[src/rtl/riscv_core_hazard_ctrl_pkg.sv]
// rtl/riscv_core_hazard_ctrl_pkg.sv - shared encodings and stage tuple for the hazard controller
package riscv_core_ctrl_pkg;

  // Decode-stage operand bypass mux encoding
  typedef enum logic [1:0] {
    BYP_RF = 2'd0,
    BYP_X  = 2'd1,
    BYP_M  = 2'd2,
    BYP_W  = 2'd3
  } byp_sel_e;

  // PC mux encoding
  typedef enum logic [1:0] {
    PC_PLUS4 = 2'd0,
    PC_BR    = 2'd1,
    PC_JAL   = 2'd2,
    PC_JALR  = 2'd3
  } pc_sel_e;

  // Writer state carried by each downstream stage
  typedef struct packed {
    logic       val;
    logic       wen;
    logic [4:0] rd;
  } stage_t;

endpackage

[src/rtl/riscv_core_hazard_ctrl_if.sv]
// rtl/riscv_core_hazard_ctrl_if.sv - datapath <-> hazard controller signal bundle
interface riscv_core_hazard_ctrl_if;
  logic       inst_val_Dhl;
  logic       rs1_en_Dhl;
  logic       rs2_en_Dhl;
  logic [4:0] rs1_addr_Dhl;
  logic [4:0] rs2_addr_Dhl;
  logic       rd_wen_Dhl;
  logic [4:0] rd_addr_Dhl;
  logic       is_load_Dhl;
  logic       is_muldiv_Dhl;
  logic       jal_Dhl;
  logic       jalr_Dhl;
  logic       br_taken_Xhl;
  logic       dmem_wait_Mhl;
  logic       muldivresp_val;

  logic [1:0] rs1_byp_mux_sel_Dhl;
  logic [1:0] rs2_byp_mux_sel_Dhl;
  logic [1:0] pc_mux_sel_Phl;
  logic       squash_Dhl;
  logic       stall_Fhl;
  logic       stall_Dhl;
  logic       stall_Xhl;
  logic       stall_Mhl;
  logic       stall_Whl;
  logic       rf_wen_Whl;
  logic [4:0] rf_waddr_Whl;

  // Datapath side: supplies decode fields and unit status, consumes control
  modport master (
    output inst_val_Dhl, rs1_en_Dhl, rs2_en_Dhl, rs1_addr_Dhl, rs2_addr_Dhl,
           rd_wen_Dhl, rd_addr_Dhl, is_load_Dhl, is_muldiv_Dhl, jal_Dhl, jalr_Dhl,
           br_taken_Xhl, dmem_wait_Mhl, muldivresp_val,
    input  rs1_byp_mux_sel_Dhl, rs2_byp_mux_sel_Dhl, pc_mux_sel_Phl, squash_Dhl,
           stall_Fhl, stall_Dhl, stall_Xhl, stall_Mhl, stall_Whl,
           rf_wen_Whl, rf_waddr_Whl
  );

  // Controller side
  modport slave (
    input  inst_val_Dhl, rs1_en_Dhl, rs2_en_Dhl, rs1_addr_Dhl, rs2_addr_Dhl,
           rd_wen_Dhl, rd_addr_Dhl, is_load_Dhl, is_muldiv_Dhl, jal_Dhl, jalr_Dhl,
           br_taken_Xhl, dmem_wait_Mhl, muldivresp_val,
    output rs1_byp_mux_sel_Dhl, rs2_byp_mux_sel_Dhl, pc_mux_sel_Phl, squash_Dhl,
           stall_Fhl, stall_Dhl, stall_Xhl, stall_Mhl, stall_Whl,
           rf_wen_Whl, rf_waddr_Whl
  );
endinterface

[src/rtl/riscv_core_byp_sel.sv]
// rtl/riscv_core_byp_sel.sv - per-operand writer match and bypass priority encoder
module riscv_core_byp_sel
  import riscv_core_ctrl_pkg::*;
(
  input  logic       en,
  input  logic [4:0] addr,
  input  stage_t     x_stage,
  input  logic       is_load_x,
  input  stage_t     m_stage,
  input  stage_t     w_stage,
  output logic [1:0] sel,
  output logic       x_load_match
);

  logic rd_live;
  logic match_x;
  logic match_m;
  logic match_w;

  // x0 is hardwired, so it never takes a bypass
  assign rd_live = en && (addr != 5'd0);
  assign match_x = rd_live && x_stage.val && x_stage.wen && (x_stage.rd == addr);
  assign match_m = rd_live && m_stage.val && m_stage.wen && (m_stage.rd == addr);
  assign match_w = rd_live && w_stage.val && w_stage.wen && (w_stage.rd == addr);

  // Youngest writer wins: X over M over W over the register file
  always_comb begin
    sel          = BYP_RF;
    x_load_match = match_x && is_load_x;
    if (match_x)      sel = BYP_X;
    else if (match_m) sel = BYP_M;
    else if (match_w) sel = BYP_W;
  end

endmodule

[src/rtl/riscv_core_hazard_ctrl.sv]
// rtl/riscv_core_hazard_ctrl.sv - X/M/W scoreboard driving bypass, stall, redirect and writeback
module riscv_core_hazard_ctrl
  import riscv_core_ctrl_pkg::*;
(
  input logic                     clk,
  input logic                     reset,
  riscv_core_hazard_ctrl_if.slave hz
);

  stage_t x_q, m_q, w_q;
  logic   is_load_x_q;
  logic   is_muldiv_x_q;

  logic   rs1_en, rs2_en;
  logic   rs1_load_match, rs2_load_match;
  logic   load_use;
  logic   muldiv_busy;
  logic   br_redirect;
  logic   jump_redirect;
  logic   stall_d, stall_x, stall_m;

  // Operand enables are only meaningful for a real D instruction
  assign rs1_en = hz.inst_val_Dhl & hz.rs1_en_Dhl;
  assign rs2_en = hz.inst_val_Dhl & hz.rs2_en_Dhl;

  riscv_core_byp_sel u_byp_rs1 (
    .en           (rs1_en),
    .addr         (hz.rs1_addr_Dhl),
    .x_stage      (x_q),
    .is_load_x    (is_load_x_q),
    .m_stage      (m_q),
    .w_stage      (w_q),
    .sel          (hz.rs1_byp_mux_sel_Dhl),
    .x_load_match (rs1_load_match)
  );

  riscv_core_byp_sel u_byp_rs2 (
    .en           (rs2_en),
    .addr         (hz.rs2_addr_Dhl),
    .x_stage      (x_q),
    .is_load_x    (is_load_x_q),
    .m_stage      (m_q),
    .w_stage      (w_q),
    .sel          (hz.rs2_byp_mux_sel_Dhl),
    .x_load_match (rs2_load_match)
  );

  // Stall chain and redirect: a taken branch kills D instead of stalling it
  always_comb begin
    load_use      = rs1_load_match | rs2_load_match;
    muldiv_busy   = x_q.val & is_muldiv_x_q & ~hz.muldivresp_val;
    stall_m       = hz.dmem_wait_Mhl;
    stall_x       = stall_m | muldiv_busy;
    br_redirect   = hz.br_taken_Xhl & x_q.val & ~stall_x;
    stall_d       = stall_x | (load_use & ~br_redirect);
    jump_redirect = hz.inst_val_Dhl & (hz.jal_Dhl | hz.jalr_Dhl) & ~stall_d & ~br_redirect;

    hz.pc_mux_sel_Phl = PC_PLUS4;
    if (br_redirect)                  hz.pc_mux_sel_Phl = PC_BR;
    else if (jump_redirect & hz.jal_Dhl) hz.pc_mux_sel_Phl = PC_JAL;
    else if (jump_redirect)           hz.pc_mux_sel_Phl = PC_JALR;

    hz.squash_Dhl   = br_redirect | jump_redirect;
    hz.stall_Mhl    = stall_m;
    hz.stall_Xhl    = stall_x;
    hz.stall_Dhl    = stall_d;
    hz.stall_Fhl    = stall_d;
    hz.stall_Whl    = 1'b0;
    hz.rf_wen_Whl   = w_q.val & w_q.wen;
    hz.rf_waddr_Whl = w_q.rd;
  end

  // Advance X/M/W, injecting cleared bubbles where the upstream stage cannot move
  always_ff @(posedge clk) begin
    if (reset) begin
      x_q           <= '0;
      m_q           <= '0;
      w_q           <= '0;
      is_load_x_q   <= 1'b0;
      is_muldiv_x_q <= 1'b0;
    end else begin
      if (!stall_x) begin
        if (!hz.inst_val_Dhl || stall_d || br_redirect) begin
          x_q           <= '0;
          is_load_x_q   <= 1'b0;
          is_muldiv_x_q <= 1'b0;
        end else begin
          x_q.val       <= 1'b1;
          x_q.wen       <= hz.rd_wen_Dhl;
          x_q.rd        <= hz.rd_addr_Dhl;
          is_load_x_q   <= hz.is_load_Dhl;
          is_muldiv_x_q <= hz.is_muldiv_Dhl;
        end
      end
      if (!stall_m) begin
        m_q <= stall_x ? '0 : x_q;
      end
      w_q <= stall_m ? '0 : m_q;
    end
  end

endmodule

[src/flat_wrapper.sv]
// flat-port wrapper written by rule: the top's interface ports become plain ports
module riscv_core_hazard_ctrl_flat import riscv_core_ctrl_pkg::*;
  (clk, reset, hz_inst_val_Dhl, hz_rs1_en_Dhl, hz_rs2_en_Dhl, hz_rs1_addr_Dhl, hz_rs2_addr_Dhl, hz_rd_wen_Dhl, hz_rd_addr_Dhl, hz_is_load_Dhl, hz_is_muldiv_Dhl, hz_jal_Dhl, hz_jalr_Dhl, hz_br_taken_Xhl, hz_dmem_wait_Mhl, hz_muldivresp_val, hz_rs1_byp_mux_sel_Dhl, hz_rs2_byp_mux_sel_Dhl, hz_pc_mux_sel_Phl, hz_squash_Dhl, hz_stall_Fhl, hz_stall_Dhl, hz_stall_Xhl, hz_stall_Mhl, hz_stall_Whl, hz_rf_wen_Whl, hz_rf_waddr_Whl);
  riscv_core_hazard_ctrl_if hz_i ();
  input logic clk;
  input logic reset;
  input wire logic [$bits(hz_i.inst_val_Dhl)-1:0] hz_inst_val_Dhl;
  input wire logic [$bits(hz_i.rs1_en_Dhl)-1:0] hz_rs1_en_Dhl;
  input wire logic [$bits(hz_i.rs2_en_Dhl)-1:0] hz_rs2_en_Dhl;
  input wire logic [$bits(hz_i.rs1_addr_Dhl)-1:0] hz_rs1_addr_Dhl;
  input wire logic [$bits(hz_i.rs2_addr_Dhl)-1:0] hz_rs2_addr_Dhl;
  input wire logic [$bits(hz_i.rd_wen_Dhl)-1:0] hz_rd_wen_Dhl;
  input wire logic [$bits(hz_i.rd_addr_Dhl)-1:0] hz_rd_addr_Dhl;
  input wire logic [$bits(hz_i.is_load_Dhl)-1:0] hz_is_load_Dhl;
  input wire logic [$bits(hz_i.is_muldiv_Dhl)-1:0] hz_is_muldiv_Dhl;
  input wire logic [$bits(hz_i.jal_Dhl)-1:0] hz_jal_Dhl;
  input wire logic [$bits(hz_i.jalr_Dhl)-1:0] hz_jalr_Dhl;
  input wire logic [$bits(hz_i.br_taken_Xhl)-1:0] hz_br_taken_Xhl;
  input wire logic [$bits(hz_i.dmem_wait_Mhl)-1:0] hz_dmem_wait_Mhl;
  input wire logic [$bits(hz_i.muldivresp_val)-1:0] hz_muldivresp_val;
  output wire logic [$bits(hz_i.rs1_byp_mux_sel_Dhl)-1:0] hz_rs1_byp_mux_sel_Dhl;
  output wire logic [$bits(hz_i.rs2_byp_mux_sel_Dhl)-1:0] hz_rs2_byp_mux_sel_Dhl;
  output wire logic [$bits(hz_i.pc_mux_sel_Phl)-1:0] hz_pc_mux_sel_Phl;
  output wire logic [$bits(hz_i.squash_Dhl)-1:0] hz_squash_Dhl;
  output wire logic [$bits(hz_i.stall_Fhl)-1:0] hz_stall_Fhl;
  output wire logic [$bits(hz_i.stall_Dhl)-1:0] hz_stall_Dhl;
  output wire logic [$bits(hz_i.stall_Xhl)-1:0] hz_stall_Xhl;
  output wire logic [$bits(hz_i.stall_Mhl)-1:0] hz_stall_Mhl;
  output wire logic [$bits(hz_i.stall_Whl)-1:0] hz_stall_Whl;
  output wire logic [$bits(hz_i.rf_wen_Whl)-1:0] hz_rf_wen_Whl;
  output wire logic [$bits(hz_i.rf_waddr_Whl)-1:0] hz_rf_waddr_Whl;
  assign hz_i.inst_val_Dhl = hz_inst_val_Dhl;
  assign hz_i.rs1_en_Dhl = hz_rs1_en_Dhl;
  assign hz_i.rs2_en_Dhl = hz_rs2_en_Dhl;
  assign hz_i.rs1_addr_Dhl = hz_rs1_addr_Dhl;
  assign hz_i.rs2_addr_Dhl = hz_rs2_addr_Dhl;
  assign hz_i.rd_wen_Dhl = hz_rd_wen_Dhl;
  assign hz_i.rd_addr_Dhl = hz_rd_addr_Dhl;
  assign hz_i.is_load_Dhl = hz_is_load_Dhl;
  assign hz_i.is_muldiv_Dhl = hz_is_muldiv_Dhl;
  assign hz_i.jal_Dhl = hz_jal_Dhl;
  assign hz_i.jalr_Dhl = hz_jalr_Dhl;
  assign hz_i.br_taken_Xhl = hz_br_taken_Xhl;
  assign hz_i.dmem_wait_Mhl = hz_dmem_wait_Mhl;
  assign hz_i.muldivresp_val = hz_muldivresp_val;
  assign hz_rs1_byp_mux_sel_Dhl = hz_i.rs1_byp_mux_sel_Dhl;
  assign hz_rs2_byp_mux_sel_Dhl = hz_i.rs2_byp_mux_sel_Dhl;
  assign hz_pc_mux_sel_Phl = hz_i.pc_mux_sel_Phl;
  assign hz_squash_Dhl = hz_i.squash_Dhl;
  assign hz_stall_Fhl = hz_i.stall_Fhl;
  assign hz_stall_Dhl = hz_i.stall_Dhl;
  assign hz_stall_Xhl = hz_i.stall_Xhl;
  assign hz_stall_Mhl = hz_i.stall_Mhl;
  assign hz_stall_Whl = hz_i.stall_Whl;
  assign hz_rf_wen_Whl = hz_i.rf_wen_Whl;
  assign hz_rf_waddr_Whl = hz_i.rf_waddr_Whl;
  riscv_core_hazard_ctrl u_core (.clk(clk), .reset(reset), .hz(hz_i));
endmodule
[config.mk]
export PLATFORM = sky130hd
export DESIGN_NAME = riscv_core_hazard_ctrl_flat
export DESIGN_NICKNAME = d
export VERILOG_FILES = /design/src/rtl/riscv_core_hazard_ctrl_pkg.sv /design/src/rtl/riscv_core_hazard_ctrl_if.sv /design/src/rtl/riscv_core_byp_sel.sv /design/src/rtl/riscv_core_hazard_ctrl.sv /design/src/flat_wrapper.sv
export SDC_FILE = /design/constraint.sdc
export NUM_CORES = 1
export LEC_CHECK = 0
export CORE_UTILIZATION = 40
export DETAILED_ROUTE_END_ITERATION = 10
export GPL_TIMING_DRIVEN = 0
export PLACE_DENSITY = 0.75
export SYNTH_ARGS = -nofsm -noshare
export SYNTH_HDL_FRONTEND = slang
export SYNTH_SLANG_ARGS = --single-unit
[constraint.sdc]
create_clock -name clk -period 4.35 [get_ports clk]
set_clock_uncertainty 0.2 [all_clocks]
set_input_delay 0.435 -clock clk [delete_from_list [all_inputs] [get_ports clk]]
set_output_delay 0.435 -clock clk [all_outputs]
set_load 0.01 [all_outputs]
==> results of run 1 <==
[layer usage]
| metal | vias up | part of all wire | track usage |
|---|---|---|---|
| li1 | 589 | - | - |
| met1 | 548 | 0.45 | 0.2436 |
| met2 | 47 | 0.49 | 0.3660 |
| met3 | 0 | 0.060 | 0.01965 |
| met4 | 0 | 0 | 0.04319 |
| met5 | - | 0 | 0 |
[area by class of cell]
cell class / instances / area share
Inverter: 2 / 0.004090
Buffer: 13 / 0.04703
Clock inverter: 1 / 0.002727
Clock buffer: 3 / 0.01227
Timing Repair Buffer: 43 / 0.2345
Multi-Input combinational cell: 102 / 0.4185
Tap cell: 44 / 0.02999
Sequential cell: 23 / 0.2509
[final timing paths]
| check | slack, ps | start | end |
|---|---|---|---|
| hold reg to reg | 320 | u_core.is_load_x_q$_SDFFE_PP0N_ | u_core.is_load_x_q$_SDFFE_PP0N_ |
| setup reg to reg | 2290 | u_core.x_q[1]$_SDFFE_PP0N_ | u_core.x_q[1]$_SDFFE_PP0N_ |
| hold / removal | 310 | reset | u_core.m_q[6]$_SDFFE_PP0N_ |
| setup / recovery | 640 | hz_rs2_addr_Dhl[0] | hz_stall_Fhl |
[worst max-delay path: stages]
cell and delay [ps]:
sky130_fd_sc_hd__clkdlybuf4s50_1 610, sky130_fd_sc_hd__or4_1 190, sky130_fd_sc_hd__o211ai_2 90, sky130_fd_sc_hd__nor4_1 520, sky130_fd_sc_hd__o21ai_2 150, sky130_fd_sc_hd__buf_6 170
sky130_fd_sc_hd__o21ai_0 220, sky130_fd_sc_hd__buf_4 150, sky130_fd_sc_hd__clkdlybuf4s50_1 520
[kinds of logic (layout without fill, tap and decap cells)]
group | Yosys count | after routing | synth area share
other cells | 1 | 1 | 0.002835
buf+inv | 15 | 62 | 0.07096
xor+xnor | 30 | 30 | 0.1987
flops | 23 | 23 | 0.3482
compound gates | 25 | 25 | 0.1599
simple gates | 46 | 46 | 0.2195
[through the flow]
stage               cell area, um^2  hold slack [ps]  setup slack, ps  utilization
detailed placement             1808            285.3            616.1       0.5827
global placement               1808            264.4            656.9       0.5827
finish                         1836            307.7            641.4       0.5915
CTS                            1836            307.5            584.3       0.5915
floorplan                      1323            241.2             1800            -
global route                   1836            338.3            412.8       0.5915
[power by group]
group	internal [uW]	leakage (uW)	switching, uW
registers	216	0.000187	6.09
clock network	34.3	0.0000177	58.4
logic	50.2	0.000453	34.5
[cell usage after synthesis, drive strengths merged]
library cell  number  share of area
clkbuf             3         0.0085
o21ai              2          0.010
nor4               2          0.014
a21oi              4          0.015
a32o               7          0.053
nand2b             4          0.019
nor2b              1         0.0047
a21o               1         0.0066
xnor2             24           0.16
and4bb             2          0.019
and2               7          0.033
buf               10          0.057
inv                2         0.0057
dfxtp             23           0.35
nor3b              2          0.011
nor4bb             1         0.0076
nor2               9          0.026
conb               1         0.0028
or4                6          0.036
a41o               1         0.0085
nand4              6          0.028
xor2               6          0.040
a22o               2          0.013
nand2              4          0.011
or2                1         0.0047
and3               1         0.0047
a22oi              6          0.034
o211ai             2          0.019
[state kept, by name (all words and copies together), names as in the netlist]
signal	flops
u_core.hz.rf_waddr_Whl	5
u_core.is_muldiv_x_q	1
u_core.x_q	7
u_core.is_load_x_q	1
u_core.m_q	7
u_core.w_q	2
[cells in the final DEF, fill, tap and decap left out, types with 2 or more instances in the layout]
cell type,n
sky130_fd_sc_hd__clkbuf_1,3
sky130_fd_sc_hd__inv_1,2
sky130_fd_sc_hd__xnor2_1,24
sky130_fd_sc_hd__nand4_1,6
sky130_fd_sc_hd__nor2_1,9
sky130_fd_sc_hd__clkdlybuf4s50_1,43
sky130_fd_sc_hd__xor2_1,6
sky130_fd_sc_hd__a22oi_1,6
sky130_fd_sc_hd__and2_1,7
sky130_fd_sc_hd__nor3b_1,2
sky130_fd_sc_hd__dfxtp_1,23
sky130_fd_sc_hd__a22o_1,2
sky130_fd_sc_hd__buf_4,8
sky130_fd_sc_hd__a21oi_1,4
sky130_fd_sc_hd__nand2_1,4
sky130_fd_sc_hd__and4bb_2,2
sky130_fd_sc_hd__or4_2,2
sky130_fd_sc_hd__clkbuf_4,3
sky130_fd_sc_hd__or4_1,4
sky130_fd_sc_hd__o211ai_2,2
sky130_fd_sc_hd__a32o_1,7
sky130_fd_sc_hd__nand2b_1,4
==> impl_metrics.sql, run 1 <==
INSERT INTO impl_metrics (metric_group, metric, value, unit) VALUES
('outcome', 'outcome', 'finished, final reports clean', ''),
('pwr', 'max-vdd-ir-drop', '0.1347', 'mV'),
('timing', 'timing.max_slew.rel_slack', '0.6044', ''),
('clocking', 'clk-insertion-delay-late', '300', 'ps'),
('global_routing', 'grt.overflow.total', '0', ''),
('place', 'place.port_buffers', '43', ''),
('detailed_routing', 'drc', '0', ''),
('global_routing', 'grt_max_degree', '14', ''),
('detailed_routing', 'detailroute.via_count', '1184', ''),
('clocking', 'tritoncts', 'done', ''),
('clocking', 'clk_root_buffer_cell', 'sky130_fd_sc_hd__clkbuf_4', ''),
('floorplan', 'floorplan.die.width', '59.50', 'um'),
('global_routing', 'grt_antenna_before_repair', '0', ''),
('pwr', 'power_density', '217.5', 'mW/mm^2'),
('synthesis', 'mean_cell_area_of_the_mapped_netlist', '9.447', 'um^2'),
('timing', 'finalHoldViolations', '0', ''),
('clocking', 'ctsResizeCount', '0', ''),
('clocking', 'htreeDepth', '1', ''),
('floorplan', 'floorplan.core_area', '0.003103', 'mm^2'),
('pwr', 'cellLeakagePower', '0.0006569', 'uW'),
('finish', 'syn2layout_area_growth', '38.79', '%'),
('floorplan', 'initial_utilization', '0.4262', ''),
('run', 'maxCapViolations', '0', ''),
('timing', 'final_period_minus_worst_setup_slack', '3709', 'ps'),
('floorplan', 'rows', '20', ''),
('worst_setup_path', 'crit_path_end_kind', 'primary output', ''),
('synthesis', 'mappedNetlistNets', '168', ''),
('finish', 'layout.cells.non_filler', '231', ''),
('pwr', 'power.total', '399.2', 'uW'),
('timing', 'fin_crit_sh', '0.8525', ''),
('synthesis', 'syn_area', '0.001323', 'mm^2'),
('finish', 'multiInputGateArea', '768.2', 'um^2'),
('clocking', 'cts_hold_buf', '0', ''),
('worst_setup_path', 'timing.critical_path.required', '3710', 'ps'),
('finish', 'final_nets', '216', ''),
('detailed_routing', 'detailedRoute.firstIterationViolations', '23', ''),
('floorplan', 'fp.dieArea', '0.003540', 'mm^2'),
('synthesis', 'synth-seq-cells', '23', ''),
('clocking', 'clock_buffers_created_by_tritoncts', '3', ''),
('worst_setup_path', 'crit_path_start_kind', 'input pin', ''),
('worst_setup_path', 'worst_ep_arrival_time', '3070', 'ps'),
('floorplan', 'die-height', '59.50', 'um'),
('global_routing', 'number_of_global_route_vias_before_repair', '1173', ''),
('timing', 'max_slew.worst_pin.slew', '591.3', 'ps'),
('synthesis', 'synth-seq-area-share', '0.3482', ''),
('clocking', 'cts.sinks', '23', ''),
('detailed_routing', 'antenna_left', '0', ''),
('detailed_routing', 'wirelength', '3.271', 'mm'),
('worst_hold_path', 'min_path_cells', '2', ''),
('finish', 'nFillCells', '299', ''),
('clocking', 'cts.clk_slew.worst_paths', '110', 'ps'),
('timing', 'report.final.slew_viol_count', '0', ''),
('synthesis', 'post_synth_inst_count', '140', ''),
('clocking', 'clockBufferDepth', '2', ''),
('detailed_routing', 'detail_route.vias_per_cell', '5.126', ''),
('worst_hold_path', 'holdCritPathClass', 'input pin to register', ''),
('place', 'placed_cells_incl_taps', '227', ''),
('timing', 'max_freq', '269.6', 'MHz'),
('synthesis', 'synth.yosys.warnings', '0', ''),
('floorplan', 'floorplan.io_pins', '46', ''),
('worst_setup_path', 'worst_path_max_fanout', '10', ''),
('finish', 'layout-drive-gt1-share', '0.1283', ''),
('place', 'detailed_placement_hpwl', '2.677', 'mm'),
('timing', 'rsz_0062_raised_after_global_routing', 'false', ''),
('timing', 'final-setup-viol-count', '0', ''),
('global_routing', 'grt_util_all_layers', '0.1971', ''),
('worst_setup_path', 'r2r.worst_path.cells', '6', ''),
('synthesis', 'synth.distinct_cells', '33', ''),
('worst_setup_path', 'timing_worst_setup_path_type', 'input pin to primary output', ''),
('timing', 'fin_setup_tns', '0', 'ps'),
('detailed_routing', 'detail_route.first_pass.iterations', '4', ''),
('finish', 'seq_area', '460.4', 'um^2'),
('detailed_routing', 'route.detailed.wl_per_inst', '14.16', 'um'),
('global_routing', 'global_route_wire_length_before_repair', '5.264', 'mm'),
('finish', 'insertedDiodeCount', '0', ''),
('clocking', 'post-cts-setup-buffers', '0', ''),
('place', 'gp_congestion', '0.8180', '');
No activity file was read; power rests on OpenSTA's default activity.
==> run 2: changes to the inputs <==
Settings changed: GPL_ROUTABILITY_DRIVEN from default to 0.
==> results of run 2 <==
Same layout as run 1: the final DEF is identical, and so are final timing and power.
